$ cat src/rtl/fm_cmn_dram_02_if.sv
// Request/response bundle for fm_cmn_dram_02: port-A read/write, port-B read, clear control.
// slave = the RAM, master = the block driving it.
interface fm_cmn_dram_02_if #(
    parameter int P_WIDTH = 32,
    parameter int P_RANGE = 2
);
    localparam int P_BE_WIDTH = P_WIDTH / 8;

    logic                  i_clr;
    logic                  o_busy;
    logic                  i_we;
    logic [P_BE_WIDTH-1:0] i_be;
    logic [P_RANGE-1:0]    i_a;
    logic [P_WIDTH-1:0]    i_di;
    logic [P_WIDTH-1:0]    o_spo;
    logic                  i_ren_b;
    logic [P_RANGE-1:0]    i_dpra;
    logic [P_WIDTH-1:0]    o_dpo;
    logic                  o_dpo_valid;

    modport slave (
        input  i_clr, i_we, i_be, i_a, i_di, i_ren_b, i_dpra,
        output o_busy, o_spo, o_dpo, o_dpo_valid
    );

    modport master (
        output i_clr, i_we, i_be, i_a, i_di, i_ren_b, i_dpra,
        input  o_busy, o_spo, o_dpo, o_dpo_valid
    );
endinterface

$ cat src/rtl/fm_cmn_dram_02.sv
// Dual-port distributed RAM with byte enables, port-B collision mode and a self-clearing init sequencer.
// Read latency 1 (+1 with P_OUT_REG); no backpressure, user writes are dropped while o_busy is high.
module fm_cmn_dram_02 #(
    parameter int                 P_WIDTH    = 32,
    parameter int                 P_RANGE    = 2,
    parameter int                 P_DEPTH    = 1 << P_RANGE,
    parameter int                 P_BE_WIDTH = P_WIDTH / 8,
    parameter int                 P_B_MODE   = 0,
    parameter int                 P_OUT_REG  = 0,
    parameter logic [P_WIDTH-1:0] P_CLR_VAL  = '0
) (
    input logic               clk_core,
    input logic               rst_x,
    fm_cmn_dram_02_if.slave   bus
);

    typedef enum logic {ST_CLR, ST_IDLE} state_t;

    localparam logic [P_RANGE-1:0] LAST_IDX = P_RANGE'(P_DEPTH - 1);

    state_t               state_q, state_d;
    logic [P_RANGE-1:0]   cnt_q, cnt_d;
    logic                 busy;

    logic [P_WIDTH-1:0]   ram [P_DEPTH];
    logic                 a_ok, b_ok;
    logic                 wr_eff;
    logic [P_WIDTH-1:0]   rd_a, rd_b, merged;

    logic [P_WIDTH-1:0]   spo1, dpo1;
    logic                 valid1;

    // ---------------- clear sequencer ----------------
    always_ff @(posedge clk_core or negedge rst_x) begin
        if (!rst_x) begin
            state_q <= ST_CLR;
            cnt_q   <= '0;
        end else begin
            state_q <= state_d;
            cnt_q   <= cnt_d;
        end
    end

    always_comb begin
        state_d = state_q;
        cnt_d   = cnt_q;
        busy    = 1'b0;
        case (state_q)
            ST_CLR: begin
                busy  = 1'b1;
                cnt_d = cnt_q + 1'b1;
                if (cnt_q == LAST_IDX) begin
                    state_d = ST_IDLE;
                    cnt_d   = '0;
                end
            end
            ST_IDLE: begin
                if (bus.i_clr) begin
                    state_d = ST_CLR;
                    cnt_d   = '0;
                end
            end
            default: begin
                state_d = ST_CLR;
                cnt_d   = '0;
            end
        endcase
    end

    assign bus.o_busy = busy;

    // ---------------- storage and read/merge paths ----------------
    // Partial depth leaves a hole in the address space that reads back as the clear value.
    if (P_DEPTH == (1 << P_RANGE)) begin : g_full
        assign a_ok = 1'b1;
        assign b_ok = 1'b1;
    end else begin : g_part
        assign a_ok = (int'(bus.i_a)    < P_DEPTH);
        assign b_ok = (int'(bus.i_dpra) < P_DEPTH);
    end

    assign wr_eff = (state_q == ST_IDLE) && bus.i_we && a_ok;

    always_comb begin
        rd_a = a_ok ? ram[bus.i_a] : P_CLR_VAL;
    end

    always_comb begin
        merged = rd_a;
        for (int n = 0; n < P_BE_WIDTH; n++) begin
            if (bus.i_be[n]) merged[8*n +: 8] = bus.i_di[8*n +: 8];
        end
    end

    always_comb begin
        rd_b = b_ok ? ram[bus.i_dpra] : P_CLR_VAL;
        if ((P_B_MODE != 0) && wr_eff && (bus.i_a == bus.i_dpra)) rd_b = merged;
    end

    // Contents are deliberately not reset; the clear sequencer initialises them.
    always_ff @(posedge clk_core) begin
        if (busy)        ram[cnt_q]   <= P_CLR_VAL;
        else if (wr_eff) ram[bus.i_a] <= merged;
    end

    // ---------------- first pipeline stage ----------------
    always_ff @(posedge clk_core or negedge rst_x) begin
        if (!rst_x) begin
            spo1   <= '0;
            dpo1   <= '0;
            valid1 <= 1'b0;
        end else begin
            spo1   <= wr_eff ? merged : rd_a;
            if (bus.i_ren_b) dpo1 <= rd_b;
            valid1 <= bus.i_ren_b;
        end
    end

    // ---------------- optional output register ----------------
    if (P_OUT_REG != 0) begin : g_oreg
        logic [P_WIDTH-1:0] spo2, dpo2;
        logic               valid2;

        always_ff @(posedge clk_core or negedge rst_x) begin
            if (!rst_x) begin
                spo2   <= '0;
                dpo2   <= '0;
                valid2 <= 1'b0;
            end else begin
                spo2   <= spo1;
                if (valid1) dpo2 <= dpo1;
                valid2 <= valid1;
            end
        end

        assign bus.o_spo       = spo2;
        assign bus.o_dpo       = dpo2;
        assign bus.o_dpo_valid = valid2;
    end else begin : g_direct
        assign bus.o_spo       = spo1;
        assign bus.o_dpo       = dpo1;
        assign bus.o_dpo_valid = valid1;
    end

endmodule

$ cat src/flat_wrapper.sv
// flat-port wrapper written by rule: the top's interface ports become plain ports
module fm_cmn_dram_02_flat 
#(
    parameter int                 P_WIDTH    = 32,
    parameter int                 P_RANGE    = 2,
    parameter int                 P_DEPTH    = 1 << P_RANGE,
    parameter int                 P_BE_WIDTH = P_WIDTH / 8,
    parameter int                 P_B_MODE   = 0,
    parameter int                 P_OUT_REG  = 0,
    parameter logic [P_WIDTH-1:0] P_CLR_VAL  = '0
)
  (clk_core, rst_x, bus_i_clr, bus_i_we, bus_i_be, bus_i_a, bus_i_di, bus_i_ren_b, bus_i_dpra, bus_o_busy, bus_o_spo, bus_o_dpo, bus_o_dpo_valid);
  fm_cmn_dram_02_if #(.P_WIDTH(P_WIDTH), .P_RANGE(P_RANGE)) bus_i ();
  input logic clk_core;
  input logic rst_x;
  input wire logic [$bits(bus_i.i_clr)-1:0] bus_i_clr;
  input wire logic [$bits(bus_i.i_we)-1:0] bus_i_we;
  input wire logic [$bits(bus_i.i_be)-1:0] bus_i_be;
  input wire logic [$bits(bus_i.i_a)-1:0] bus_i_a;
  input wire logic [$bits(bus_i.i_di)-1:0] bus_i_di;
  input wire logic [$bits(bus_i.i_ren_b)-1:0] bus_i_ren_b;
  input wire logic [$bits(bus_i.i_dpra)-1:0] bus_i_dpra;
  output wire logic [$bits(bus_i.o_busy)-1:0] bus_o_busy;
  output wire logic [$bits(bus_i.o_spo)-1:0] bus_o_spo;
  output wire logic [$bits(bus_i.o_dpo)-1:0] bus_o_dpo;
  output wire logic [$bits(bus_i.o_dpo_valid)-1:0] bus_o_dpo_valid;
  assign bus_i.i_clr = bus_i_clr;
  assign bus_i.i_we = bus_i_we;
  assign bus_i.i_be = bus_i_be;
  assign bus_i.i_a = bus_i_a;
  assign bus_i.i_di = bus_i_di;
  assign bus_i.i_ren_b = bus_i_ren_b;
  assign bus_i.i_dpra = bus_i_dpra;
  assign bus_o_busy = bus_i.o_busy;
  assign bus_o_spo = bus_i.o_spo;
  assign bus_o_dpo = bus_i.o_dpo;
  assign bus_o_dpo_valid = bus_i.o_dpo_valid;
  fm_cmn_dram_02 #(.P_WIDTH(P_WIDTH), .P_RANGE(P_RANGE), .P_DEPTH(P_DEPTH), .P_BE_WIDTH(P_BE_WIDTH), .P_B_MODE(P_B_MODE), .P_OUT_REG(P_OUT_REG), .P_CLR_VAL(P_CLR_VAL)) u_core (.clk_core(clk_core), .rst_x(rst_x), .bus(bus_i));
endmodule
$ cat config.mk
export PLATFORM = sky130hd
export DESIGN_NAME = fm_cmn_dram_02_flat
export DESIGN_NICKNAME = d
export VERILOG_FILES = /design/src/rtl/fm_cmn_dram_02_if.sv /design/src/rtl/fm_cmn_dram_02.sv /design/src/flat_wrapper.sv
export SDC_FILE = /design/constraint.sdc
export NUM_CORES = 1
export LEC_CHECK = 0
export BUFFER_PORTS_ARGS = -buffer_cell sky130_fd_sc_hd__buf_2
export CAP_MARGIN = 20
export CORE_UTILIZATION = 52
export DETAILED_ROUTE_END_ITERATION = 10
export GPL_ROUTABILITY_DRIVEN = 0
export GPL_TIMING_DRIVEN = 0
export PLACE_DENSITY = 0.78
export SLEW_MARGIN = 20
export SYNTH_ARGS = -nofsm -noshare
export SYNTH_HDL_FRONTEND = slang
export SYNTH_SLANG_ARGS = --single-unit
export TNS_END_PERCENT = 30
$ cat constraint.sdc
create_clock -name clk_core -period 3.9 [get_ports clk_core]
set_input_delay 0.78 -clock clk_core [delete_from_list [all_inputs] [get_ports clk_core]]
set_output_delay 0.78 -clock clk_core [all_outputs]
set_load 0.02 [all_outputs]
**After elaboration in Yosys (flattened, before gate mapping)**

Memory sizes are Yosys's and may differ from the RTL's. A register that Yosys moved wholly into a read port is not among the register bits.
Cells that the tools add are included.

- Register bits after elaboration: 36
- Memory bits (writable): 128
- Input bits: 45
- Word-level logic and storage cells: 30
- Memories kept: 1

Memory list:

| name | words | bits a word | read ports | clocked after memory_dff | wr ports | line | source |
|---|---|---|---|---|---|---|---|
| u_core.ram | 4 | 32 | 2 | 1 | 1 | fm_cmn_dram_02.sv:25 | `logic [P_WIDTH-1:0] ram [P_DEPTH];` |

- Add/subtract/negate cells: 1
- Equal/unequal tests: 2
- Multiplexer cells: 18
- Bitwise logic cells: 1
- Reductions and logical operators: 3

Operators by type and width:

| kind | number |
|---|---|
| two-way mux 32 bit | 2 |
| two-way mux 8 bit | 4 |
| OR reduction 32 bit | 1 |
| two-way mux 1 bit | 7 |
| two-way mux 2 bit | 3 |
| one-hot mux 2 bit (2 select lines) | 1 |
| adder 2 x 1 -> 2 bit, second input constant | 1 |
| equality test 2 bit, second input constant | 1 |
| != test 2 bit, second input constant | 1 |
| one-hot mux 1 bit (2 select lines) | 1 |
| logical AND 1 bit | 1 |
| logical NOT 1 bit | 1 |
| inverter 1 bit | 1 |

**Logic depth before layout (Yosys ltp)**

Gate-level depths: netlist of the first run.

- Depth after elaboration: 6
- Gate-level depth with buffers: 4
- Mapped depth without buffers: 3

**Worst setup path before layout of the first run**

OpenSTA, ideal clock, no wires.

- Kind: reg2reg
- Start point: register u_core.state_q
- End point: memory u_core.ram[0][0] (enable)
- Setup time: 0.472 ns
- Data arrival time: 3.304 ns
- Setup slack: 0.124 ns
- Stages on the path, launching flop included: 4
- Buffers on the path: 2
- Clock period less this slack: 3.776 ns
- Cells stage by stage: dfrtp_1 > clkbuf_1 > clkbuf_1 > o32ai_1

- Longest elaborated chain between the ends: 6

RTL lines:

| element | line | source |
|---|---|---|
| from (decl) | fm_cmn_dram_02.sv:21 | `state_t state_q, state_d;` |
| from (signal assigned) | fm_cmn_dram_02.sv:39 | `state_q <= state_d;` |
| logical AND 1 bit | fm_cmn_dram_02.sv:82 | `assign wr_eff = (state_q == ST_IDLE) && bus.i_we && a_ok;` |
| two-way mux 1 bit | fm_cmn_dram_02.sv:103 | `else if (wr_eff) ram[bus.i_a] <= merged;` |
| two-way mux 1 bit | fm_cmn_dram_02.sv:102 | `if (busy) ram[cnt_q] <= P_CLR_VAL;` |
| two-way mux 1 bit (implied by the code) | fm_cmn_dram_02.sv:103 |  |
| OR reduction 32 bit (no line) | - |  |
| two-way mux 2 bit (no line) / two-way mux 1 bit (equally long branches) | - |  |
| to (decl) | fm_cmn_dram_02.sv:25 |  |

Parallel ways exist; a longest one is shown, timed or not.

**Worst setup path after layout of the first run**

- Start point: register u_core.state_q
- End point: output port bus_o_busy

- Longest elaborated chain between the ends: 1

RTL lines:

| element | line | source |
|---|---|---|
| two-way mux 1 bit | fm_cmn_dram_02.sv:48 | `case (state_q)` |
| to (decl) | flat_wrapper.sv:23 | `output wire logic [$bits(bus_i.o_busy)-1:0] bus_o_busy;` |

No other way between the ends.

==> run summary, run 1 <==
CTS tree: built
critical path type: flop to output pin
cell leakage power: 3.85 nW
die area: 16,700 µm²
cts bufs inserted: 17
HP Class: input pin to asynchronous set/reset pin
setup TNS: 0 ns
DP HPWL: 12.3 mm
CORE AREA: 15,800 µm²
Initial Utilization: 53.2%
f_max: 0.352 GHz
Cell Chain, Critical Path: clkbuf_1, clkbuf_1, inv_1, buf_2
drt drc: 0
die height: 129 µm
Critical Path Fanout Max: 10
postcts setup bufs: 0
CP max stage cell: clkbuf_1
critical path's most frequent cell: clkbuf_1
DR iter-0 viols: 435
Hold Slack: 0.285 ns
design area: 10,000 µm²
initial antenna violation count: 2
Area Growth Syn to Fin: 19.2%
CP startpoint kind: flop
Antenna Cells: 0
CP bufs+invs: 4
Die X: 129 µm
sequential area share after synthesis: 65.8%
RSZ-0062 raised after global routing: no
R2R depth: 6
Cell Area, Synth: 8420 µm²
# IOs: 111
r2r setup slk: 1.20 ns
CTS sink count: 196
status: completed
Setup Skew: 0.00993 ns
critical path's top delay family: buffers and inverters
Yosys reg bits: 196
post-CTS sizing: 0
share of the synthesized area in the top cell type: 45.6%
Syn Area/Cell: 20.2 µm²
Slew Limit Fails: 0
r2r endpoint: u_core.ram[1][21]
Ys Warns: 0
Clock Root Buffer: clkbuf_16
max incr delay on CP: 0.49 ns
post-route clock period utilization: 72.9%
CP endpoint kind: output pin
# port buffers: 107
R2R Path Start: u_core.state_q
final setup violation count: 0
overall routed net length: 18.1 mm
Critical Path AT: 2.06 ns
WL/cell: 23.1 µm
GRT Overall Usage: 23.2%
total gr overflow: 0
final antenna-violating net count: 0
Slew HR: 45.4%
worst path required time: 3.12 ns
Period minus WS final: 2.84 ns
clk_lat worst skew: 0.43 ns
row count: 46
synth unique cells: 26
# hold bufs at CTS: 0
placed cell area: 9480 µm²
Final nets: 599
H-tree lvl count: 4
post-synthesis net count: 463
vias per cell: 5.91
Peak VDD IR: 423 µV
dominant cells by area after synthesis: edfxtp_1, dfrtp_1, mux4_2, mux2_2, a22o_2
CTS clk-pin slew, worst paths: 0.07 ns
max_cap viols: 0
DR vias: 4,619
deepest clock path buffer count: 2
DR pass1 iterations: 5
P per Cell Area: 726 nW/µm²
vias in the first global route: 4,956
Mapped Cells: 417
share of layout cells above drive strength 1: 53.4%
worst slew pin tran: 0.819 ns
endpoints failing hold: 0
post-synth top area cell: edfxtp_1
largest net degree at the start of global routing: 37
first-pass GRT wire length: 27.5 mm
-- stage by stage --
step | setup WS (ns) | total power [W] | instances | utilization, %
after floorplan | 0.124 | 0.00473 | 417 | -
after global placement | -2.08 | 0.00537 | 740 | 58.3
after detailed placement | 0.993 | 0.00565 | 750 | 59.9
after CTS | 1.09 | 0.00732 | 782 | 63.4
after global routing | 0.967 | 0.00759 | 782 | 63.4
final | 1.06 | 0.00729 | 782 | 63.4
-- registers in the layout (all words and copies together) (netlist names) --
name,cells
u_core.bus.o_dpo_valid,1
u_core.bus.o_spo,32
u_core.bus.o_dpo,32
u_core.ram,128
u_core.cnt_q,2
u_core.state_q,1
-- report_power, final --
group	internal (W)	leakage, nW	switching (W)
clock	0.000949	0.270	0.000721
sequential	0.00309	2.04	0.000321
combinational	0.00100	1.54	0.00121
total	0.00504	3.85	0.00225
-- how the worst max path moves through the flow --
stage / slack [ns] / startpoint / end / depth (start not counted)
2_1_floorplan: 0.12 / u_core.state_q / u_core.ram[0][0] / 3
3_3_place_gp: -2.08 / u_core.state_q / u_core.ram[0][11] / 3
3_5_place_dp: 0.99 / bus_i_a[1] / u_core.ram[2][11] / 6
4_1_cts: 1.09 / u_core.state_q / bus_o_busy / 4
5_1_grt: 0.97 / u_core.state_q / bus_o_busy / 4
6_report: 1.06 / u_core.state_q / bus_o_busy / 4
-- kinds of logic after synthesis --
logic type | share of synthesized area (%)
AOI/OAI and AO/OA | 4.20
adders and majority gates | 0.149
buffers and inverters | 2.50
DFF | 65.8
muxes | 25.8
and+or+nand+nor | 1.47
-- cell usage after synthesis (all sizes together) --
| library cell | count |
|---|---|
| o32ai | 2 |
| edfxtp | 128 |
| and3 | 4 |
| clkbuf | 10 |
| a22o | 32 |
| ha | 1 |
| a21oi | 1 |
| o2bb2ai | 1 |
| nand2b | 3 |
| and3b | 4 |
| o22ai | 2 |
| mux4 | 64 |
| o21ai | 1 |
| or3 | 1 |
| nand2 | 4 |
| nor2 | 1 |
| mux2 | 64 |
| inv | 2 |
| buf | 20 |
| nand3 | 4 |
| dfrtp | 68 |
-- per-layer routing --
layer  share of wire, %  GRT usage (%)  wire [µm]
met1                 41           29.7       7320
met2                 52           38.8       9370
met3                5.7           5.20       1030
met4                1.9           9.00        336
met5              0.072              0         13
-- cell type report --
cell class	instances	area (µm²)
Sequential cell	196	5550
Fill cell	1067	5790
Buffer	30	203
Clock inverter	12	114
Inverter	2	7.51
Multi-Input combinational cell	189	2730
Clock buffer	20	447
Timing Repair Buffer	117	723
Tap cell	216	270
-- layout by cell type, fill, tap and decap left out, types with 3 or more instances in the layout --
cell / n
buf_1: 9
and3b_1: 4
dfrtp_1: 68
a22o_2: 20
buf_6: 7
buf_16: 3
clkbuf_16: 17
buf_2: 109
nand2b_1: 3
and3_1: 4
buf_8: 4
nand3_1: 4
clkinv_1: 4
mux4_2: 60
buf_12: 4
edfxtp_1: 128
mux2_2: 64
nand2_1: 4
mux4_1: 4
clkinv_2: 3
clkbuf_1: 12
a22o_1: 12
(Power assumes the default switching activity.)
==> run 2: changes to the inputs <==
Settings changed: CORE_UTILIZATION 52 to 55, PLACE_DENSITY 0.78 to 0.79.
Clock period 3.9 ns to 2.64 ns, I/O delays scaled along.
==> run 2 against run 1 <==
  * Hold slack lost 0.069 ns
  * Combinational power rose by 46%
  * Largest cell class unchanged
  * Clock skew up 0.0028 ns
  * First-iteration DRC count is 9.0% higher
  * Highest routed layer is now met4
  * Critical path depth up 2
  * Core utilization rose by 4.9 points
  * Via count increased by 0.80%
==> run summary, run 2 (synthesis results as in run 1) <==
DP HPWL: 11.7 mm (was 12.3 mm)
r2r endpoint: u_core.ram[1][13] (was u_core.ram[1][21])
Final Core Density: 68.4% (was 63.4%)
Clock power frac: 25.2% (was 22.9%)
status: completed (unchanged)
HP Class: input pin to flop (was input pin to asynchronous set/reset pin)
row count: 44 (was 46)
Peak VDD IR: 649 µV (was 423 µV)
GRT Overall Usage: 24.1% (was 23.2%)
NetSw: 0.00331 W (was 0.00225 W)
CP max stage cell: o22ai_4 (was clkbuf_1)
number of cells on the worst hold path: 1
worst path required time: 2.78 ns (was 3.12 ns)
Critical Path AT: 2.63 ns (was 2.06 ns)
Critical Path Fanout Max: 13 (was 10)
max incr delay on CP: 0.46 ns (was 0.49 ns)
initial antenna violation count: 1 (was 2)
# port buffers: 107 (unchanged)
post-route clock period utilization: 94.5%
Initial Utilization: 57.1% (was 53.2%)
Hold Crit Endpoint: u_core.bus.o_dpo_valid
RSZ-0062 raised after global routing: no (unchanged)
Hold Slack: 0.216 ns (was 0.285 ns)
first-pass GRT wire length: 27.8 mm (was 27.5 mm)
combinational power share: 29.3% (was 30.3%)
R2R depth: 6 (unchanged)
Clock Root Buffer: clkbuf_16 (unchanged)
cell leakage power: 3.89 nW (was 3.85 nW)
die height: 126 µm (was 129 µm)
design area: 10,100 µm² (was 10,000 µm²)
Period minus WS final: 2.50 ns
CP startpoint kind: flop (unchanged)
Area Growth Syn to Fin: 19.8% (was 19.2%)
part of the power in registers: 45.5% (was 46.8%)
Slew HR: 45.0% (was 45.4%)
overall routed net length: 17.5 mm (was 18.1 mm)
internal power: 0.00771 W (was 0.00504 W)
f_max: 0.401 GHz
share of layout cells above drive strength 1: 53.7% (was 53.4%)
postcts setup bufs: 0 (unchanged)
deepest clock path buffer count: 2 (unchanged)
DR pass1 iterations: 5 (unchanged)
P per Cell Area: 1090 nW/µm² (was 726 nW/µm²)
Final nets: 599 (unchanged)
die area: 15,800 µm² (was 16,700 µm²)
placed cell area: 9440 µm² (was 9480 µm²)
largest net degree at the start of global routing: 57 (was 37)
total gr overflow: 0 (unchanged)
commonest non-fill, non-tap cells in the layout: edfxtp_1, buf_2, dfrtp_1 (unchanged)
fill count: 937 (was 1,067)
Setup Skew: 0.0127 ns (was 0.00993 ns)
Top reg by flops: u_core.ram (unchanged)
Die X: 126 µm (was 129 µm)
Slew Limit Fails: 0 (unchanged)
CTS tree: built (unchanged)
critical path type: flop to flop (was flop to output pin)
DR iter-0 viols: 474 (was 435)
multi-input logic area: 2730 µm² (unchanged)
cts bufs inserted: 17 (unchanged)
hold_sp: bus_i_ren_b
final setup violation count: 0 (unchanged)
most common cell after layout, fill and taps aside: edfxtp_1 (unchanged)
vias per cell: 6.20 (was 5.91)
worst setup path start: u_core.state_q (unchanged)
FF+latch area: 5550 µm² (unchanged)
drt drc: 0 (unchanged)
R2R Path Start: u_core.state_q (unchanged)
clk_lat worst skew: 0.43 ns (about the same)
CORE AREA: 14,800 µm² (was 15,800 µm²)
CTS sink count: 196 (unchanged)
H-tree lvl count: 4 (unchanged)
CTS clk-pin slew, worst paths: 0.07 ns (about the same)
vias in the first global route: 4,977 (was 4,956)
Cell Chain, Critical Path: clkbuf_1, clkbuf_2, nand2_1, o22ai_4, buf_8, buf_16 (was clkbuf_1, clkbuf_1, inv_1, buf_2)
flip-flop count of the largest register after layout: 128 (unchanged)
final antenna-violating net count: 0 (unchanged)
DR vias: 4,656 (was 4,619)
max_cap viols: 0 (unchanged)
CP endpoint kind: flop (was output pin)
worst slew pin tran: 0.826 ns (was 0.819 ns)
Switching Share: 30.1% (was 30.9%)
endpoints failing hold: 0 (unchanged)
r2r setup slk: 0.14 ns (was 1.20 ns)
# IOs: 111 (unchanged)
WL/cell: 23.4 µm (was 23.1 µm)
-- run 2: layer usage --
metal	vias up	GRT usage (%)	share of wire, %	wire, µm
li1	2004	-	-	-
met1	2438	31.6	40	7090
met2	187	40.4	52	9210
met3	27	4.97	5.6	985
met4	0	8.58	1.5	268
met5	-	0	0	0
-- run 2: stage by stage --
stage                     instances  total power (W)  setup TNS, ns  setup slack [ns]
after global routing            750           0.0115              0            0.0360
final                           751           0.0110              0             0.145
after global placement          708          0.00777        -338.40             -3.33
after CTS                       750           0.0111              0             0.164
after floorplan                 417          0.00698         -99.71             -1.14
after detailed placement        717          0.00830         -0.102          -0.00847
-- run 2: what timing repair did --
action                     in CTS  in global routing
hold endpoints to repair       12                  0
setup endpoints to repair      38                  0
hold buffers                    1                  0
gates resized for setup         1                  0
-- run 2: cell type report --
cell class,instances,area share [%]
Clock inverter,14,2.07
Antenna cell,1,0.0248
Sequential cell,196,55.0
Clock buffer,18,4.25
Buffer,30,2.02
Inverter,2,0.0744
Multi-Input combinational cell,189,27.1
Timing Repair Buffer,117,7.23
Tap cell,184,2.28
-- run 2: worst max path at each step --
stage                             end  slack (ns)  cells past startpoint
CTS                 u_core.ram[1][16]        0.16                      6
finish              u_core.ram[1][13]        0.14                      6
global placement     u_core.ram[0][8]       -3.33                      3
floorplan            u_core.ram[0][0]       -1.14                      3
detailed placement   u_core.ram[1][8]      -0.008                      6
global route        u_core.ram[1][16]        0.04                      6
-- run 2: power by group through the flow --
stage	Clock [W]	Combinational [W]	Sequential [W]
after detailed placement	0	0.00323	0.00507
after global routing	0.00293	0.00342	0.00513
after CTS	0.00281	0.00327	0.00502
after floorplan	0	0.00152	0.00547
final	0.00277	0.00323	0.00502
after global placement	0	0.00279	0.00499
-- run 2: critical path, delay by kind of cell (launching register included) --
| family | cells | cell delay, ns |
|---|---|---|
| AND/OR/NAND/NOR | 1 | 0.20 |
| AO/OA/AOI/OAI | 1 | 0.46 |
| flip-flops | 1 | 0.43 |
| buffers and inverters | 4 | 1.11 |
==> run 3: changes to the inputs <==
Clock period 2.64 ns to 2.5 ns, I/O delays scaled along.
==> run 3 against run 2 <==
  * Routed wire length increased by 2.0%
  * Fmax grew 4.0%
  * Clock power increased by 2%
  * Critical path depth shrank 1
  * Core utilization grew 0.068 points
  * Final area about the same
  * Global-route usage grew 0.50 points
  * Register-to-register slack got worse by 0.04 ns
  * Largest power group unchanged
==> run summary, run 3 (synthesis results as in run 1) <==
status: completed (unchanged)
largest net degree at the start of global routing: 59 (was 57)
Area Growth Syn to Fin: 19.9% (was 19.8%)
design area: 10,100 µm² (about the same)
max incr delay on CP: 0.55 ns (was 0.46 ns)
fill count: 918 (was 937)
CP bufs+invs: 3 (was 4)
H-tree lvl count: 4 (unchanged)
die area: 15,800 µm² (unchanged)
r2r setup slk: 0.10 ns (was 0.14 ns)
Final Core Density: 68.5% (was 68.4%)
# IOs: 111 (unchanged)
max_cap viols: 0 (unchanged)
number of cells on the worst hold path: 1 (unchanged)
worst path required time: 2.64 ns (was 2.78 ns)
row count: 44 (unchanged)
Hold Slack: 0.180 ns (was 0.216 ns)
die height: 126 µm (unchanged)
CP endpoint kind: flop (unchanged)
Hold Crit Endpoint: u_core.bus.o_dpo_valid (unchanged)
initial antenna violation count: 0 (was 1)
Top reg by flops: u_core.ram (unchanged)
cell leakage power: 3.90 nW (was 3.89 nW)
HP Class: input pin to flop (unchanged)
first-pass GRT wire length: 28.3 mm (was 27.8 mm)
CTS sink count: 196 (unchanged)
clk_lat worst skew: 0.44 ns (was 0.43 ns)
f_max: 0.417 GHz (was 0.401 GHz)
Final nets: 600 (was 599)
hold_sp: bus_i_ren_b (unchanged)
RSZ-0062 raised after global routing: yes (was no)
P per Cell Area: 1160 nW/µm² (was 1090 nW/µm²)
Slew Limit Fails: 0 (unchanged)
cts bufs inserted: 17 (unchanged)
worst setup path start: u_core.state_q (unchanged)
Clock Root Buffer: clkbuf_16 (unchanged)
Initial Utilization: 57.1% (unchanged)
GRT Overall Usage: 24.6% (was 24.1%)
Antenna Cells: 0 (was 1)
critical path's top delay family: buffers and inverters (unchanged)
critical path type: flop to flop (unchanged)
CORE AREA: 14,800 µm² (unchanged)
# port buffers: 107 (unchanged)
Critical Path AT: 2.54 ns (was 2.63 ns)
endpoints failing hold: 0 (unchanged)
vias in the first global route: 5,061 (was 4,977)
overall routed net length: 17.9 mm (was 17.5 mm)
Slew HR: 47.2% (was 45.0%)
Die X: 126 µm (unchanged)
CP max stage cell: o22ai_4 (unchanged)
Critical Path Fanout Max: 18 (was 13)
CTS clk-pin slew, worst paths: 0.07 ns (about the same)
drt drc: 0 (unchanged)
post-route clock period utilization: 96.0% (was 94.5%)
Cell Chain, Critical Path: clkbuf_1, clkbuf_2, nand2_1, o22ai_4, buf_16 (was clkbuf_1, clkbuf_2, nand2_1, o22ai_4, buf_8, buf_16)
R2R Path Start: u_core.state_q (unchanged)
DR iter-0 viols: 388 (was 474)
Placement Setup Slack: -0.0914 ns (was -0.00847 ns)
fin worst setup slack: 0.101 ns (was 0.145 ns)
DR pass1 iterations: 5 (unchanged)
Setup Skew: 0.00666 ns (was 0.0127 ns)
total gr overflow: 0 (unchanged)
DR vias: 4,760 (was 4,656)
deepest clock path buffer count: 2 (unchanged)
worst slew pin tran: 0.792 ns (was 0.826 ns)
WL/cell: 23.8 µm (was 23.4 µm)
share of layout cells above drive strength 1: 54.1% (was 53.7%)
r2r endpoint: u_core.ram[3][8] (was u_core.ram[1][13])
vias per cell: 6.34 (was 6.20)
Power, Total: 0.0117 W (was 0.0110 W)
final setup violation count: 0 (unchanged)
final antenna-violating net count: 0 (unchanged)
placed cell area: 9460 µm² (was 9440 µm²)
Period minus WS final: 2.40 ns (was 2.50 ns)
commonest non-fill, non-tap cells in the layout: edfxtp_1, buf_2, dfrtp_1 (unchanged)
CTS tree: built (unchanged)
DP HPWL: 11.8 mm (was 11.7 mm)
flip-flop count of the largest register after layout: 128 (unchanged)
most common cell after layout, fill and taps aside: edfxtp_1 (unchanged)
CP startpoint kind: flop (unchanged)
R2R depth: 5 (was 6)
Peak VDD IR: 734 µV (was 649 µV)
==> run 3: changes by cell type in the layout (fill, tap and decap cells not counted), sizes merged <==
| cell | previous run | this run |
|---|---|---|
| inv | 3 | 2 |
| bufinv | 5 | 3 |
| clkinv | 7 | 6 |
| clkbuf | 28 | 31 |
| buf | 136 | 137 |
| clkinvlp | 1 | 2 |
| diode | 1 | 0 |
==> run 3: worst max path at each step <==
stage	cells past startpoint	slack [ns]	endpoint
finish	5	0.10	u_core.ram[3][8]
global route	5	-0.05	u_core.ram[3][9]
CTS	6	0.05	u_core.ram[0][7]
detailed placement	6	-0.09	u_core.ram[0][26]
global placement	4	-2.00	u_core.ram[1][1]
floorplan	4	-0.53	u_core.ram[1][0]
==> run 3: power by group <==
group	switching [W]	leakage [nW]	internal, W
clock	0.00117	0.298	0.00166
sequential	0.000509	2.04	0.00482
combinational	0.00190	1.56	0.00162
total	0.00358	3.90	0.00810
==> run 3: timing repair <==
item	CTS	global route
pin swaps	0	1
buffers inserted	0	1
hold buffers	1	0
cloned	0	0
endpoints found under the hold margin	10	0
resized for setup	1	0
endpoints found under the setup margin	67	31
==> run 3: per-stage QoR <==
stage | setup TNS, ns | std cells
6_report | 0 | 751
3_5_place_dp | -3.24 | 717
2_1_floorplan | -25.76 | 417
4_1_cts | 0 | 750
3_3_place_gp | -173.84 | 708
5_1_grt | -0.792 | 751
==> run 3: cell type report <==
type	instances	area, µm²	share of cell area (%)
flip-flops and latches	196	5550	54.9
clock inverters	11	150	1.49
clock buffers	21	472	4.67
repair buffers	118	758	7.51
inverters	2	7.51	0.0743
multi-input cells	189	2730	27.1
well taps	184	230	2.28
plain buffers	30	204	2.02
==> run 3: per-layer routing <==
| layer | track usage [%] | vias up | share of wire, % |
|---|---|---|---|
| met4 | 10.7 | 0 | 2.6 |
| met5 | 0 | - | 0 |
| li1 | - | 2018 | - |
| met1 | 31.2 | 2474 | 39 |
| met2 | 40.8 | 224 | 52 |
| met3 | 5.86 | 44 | 6.4 |
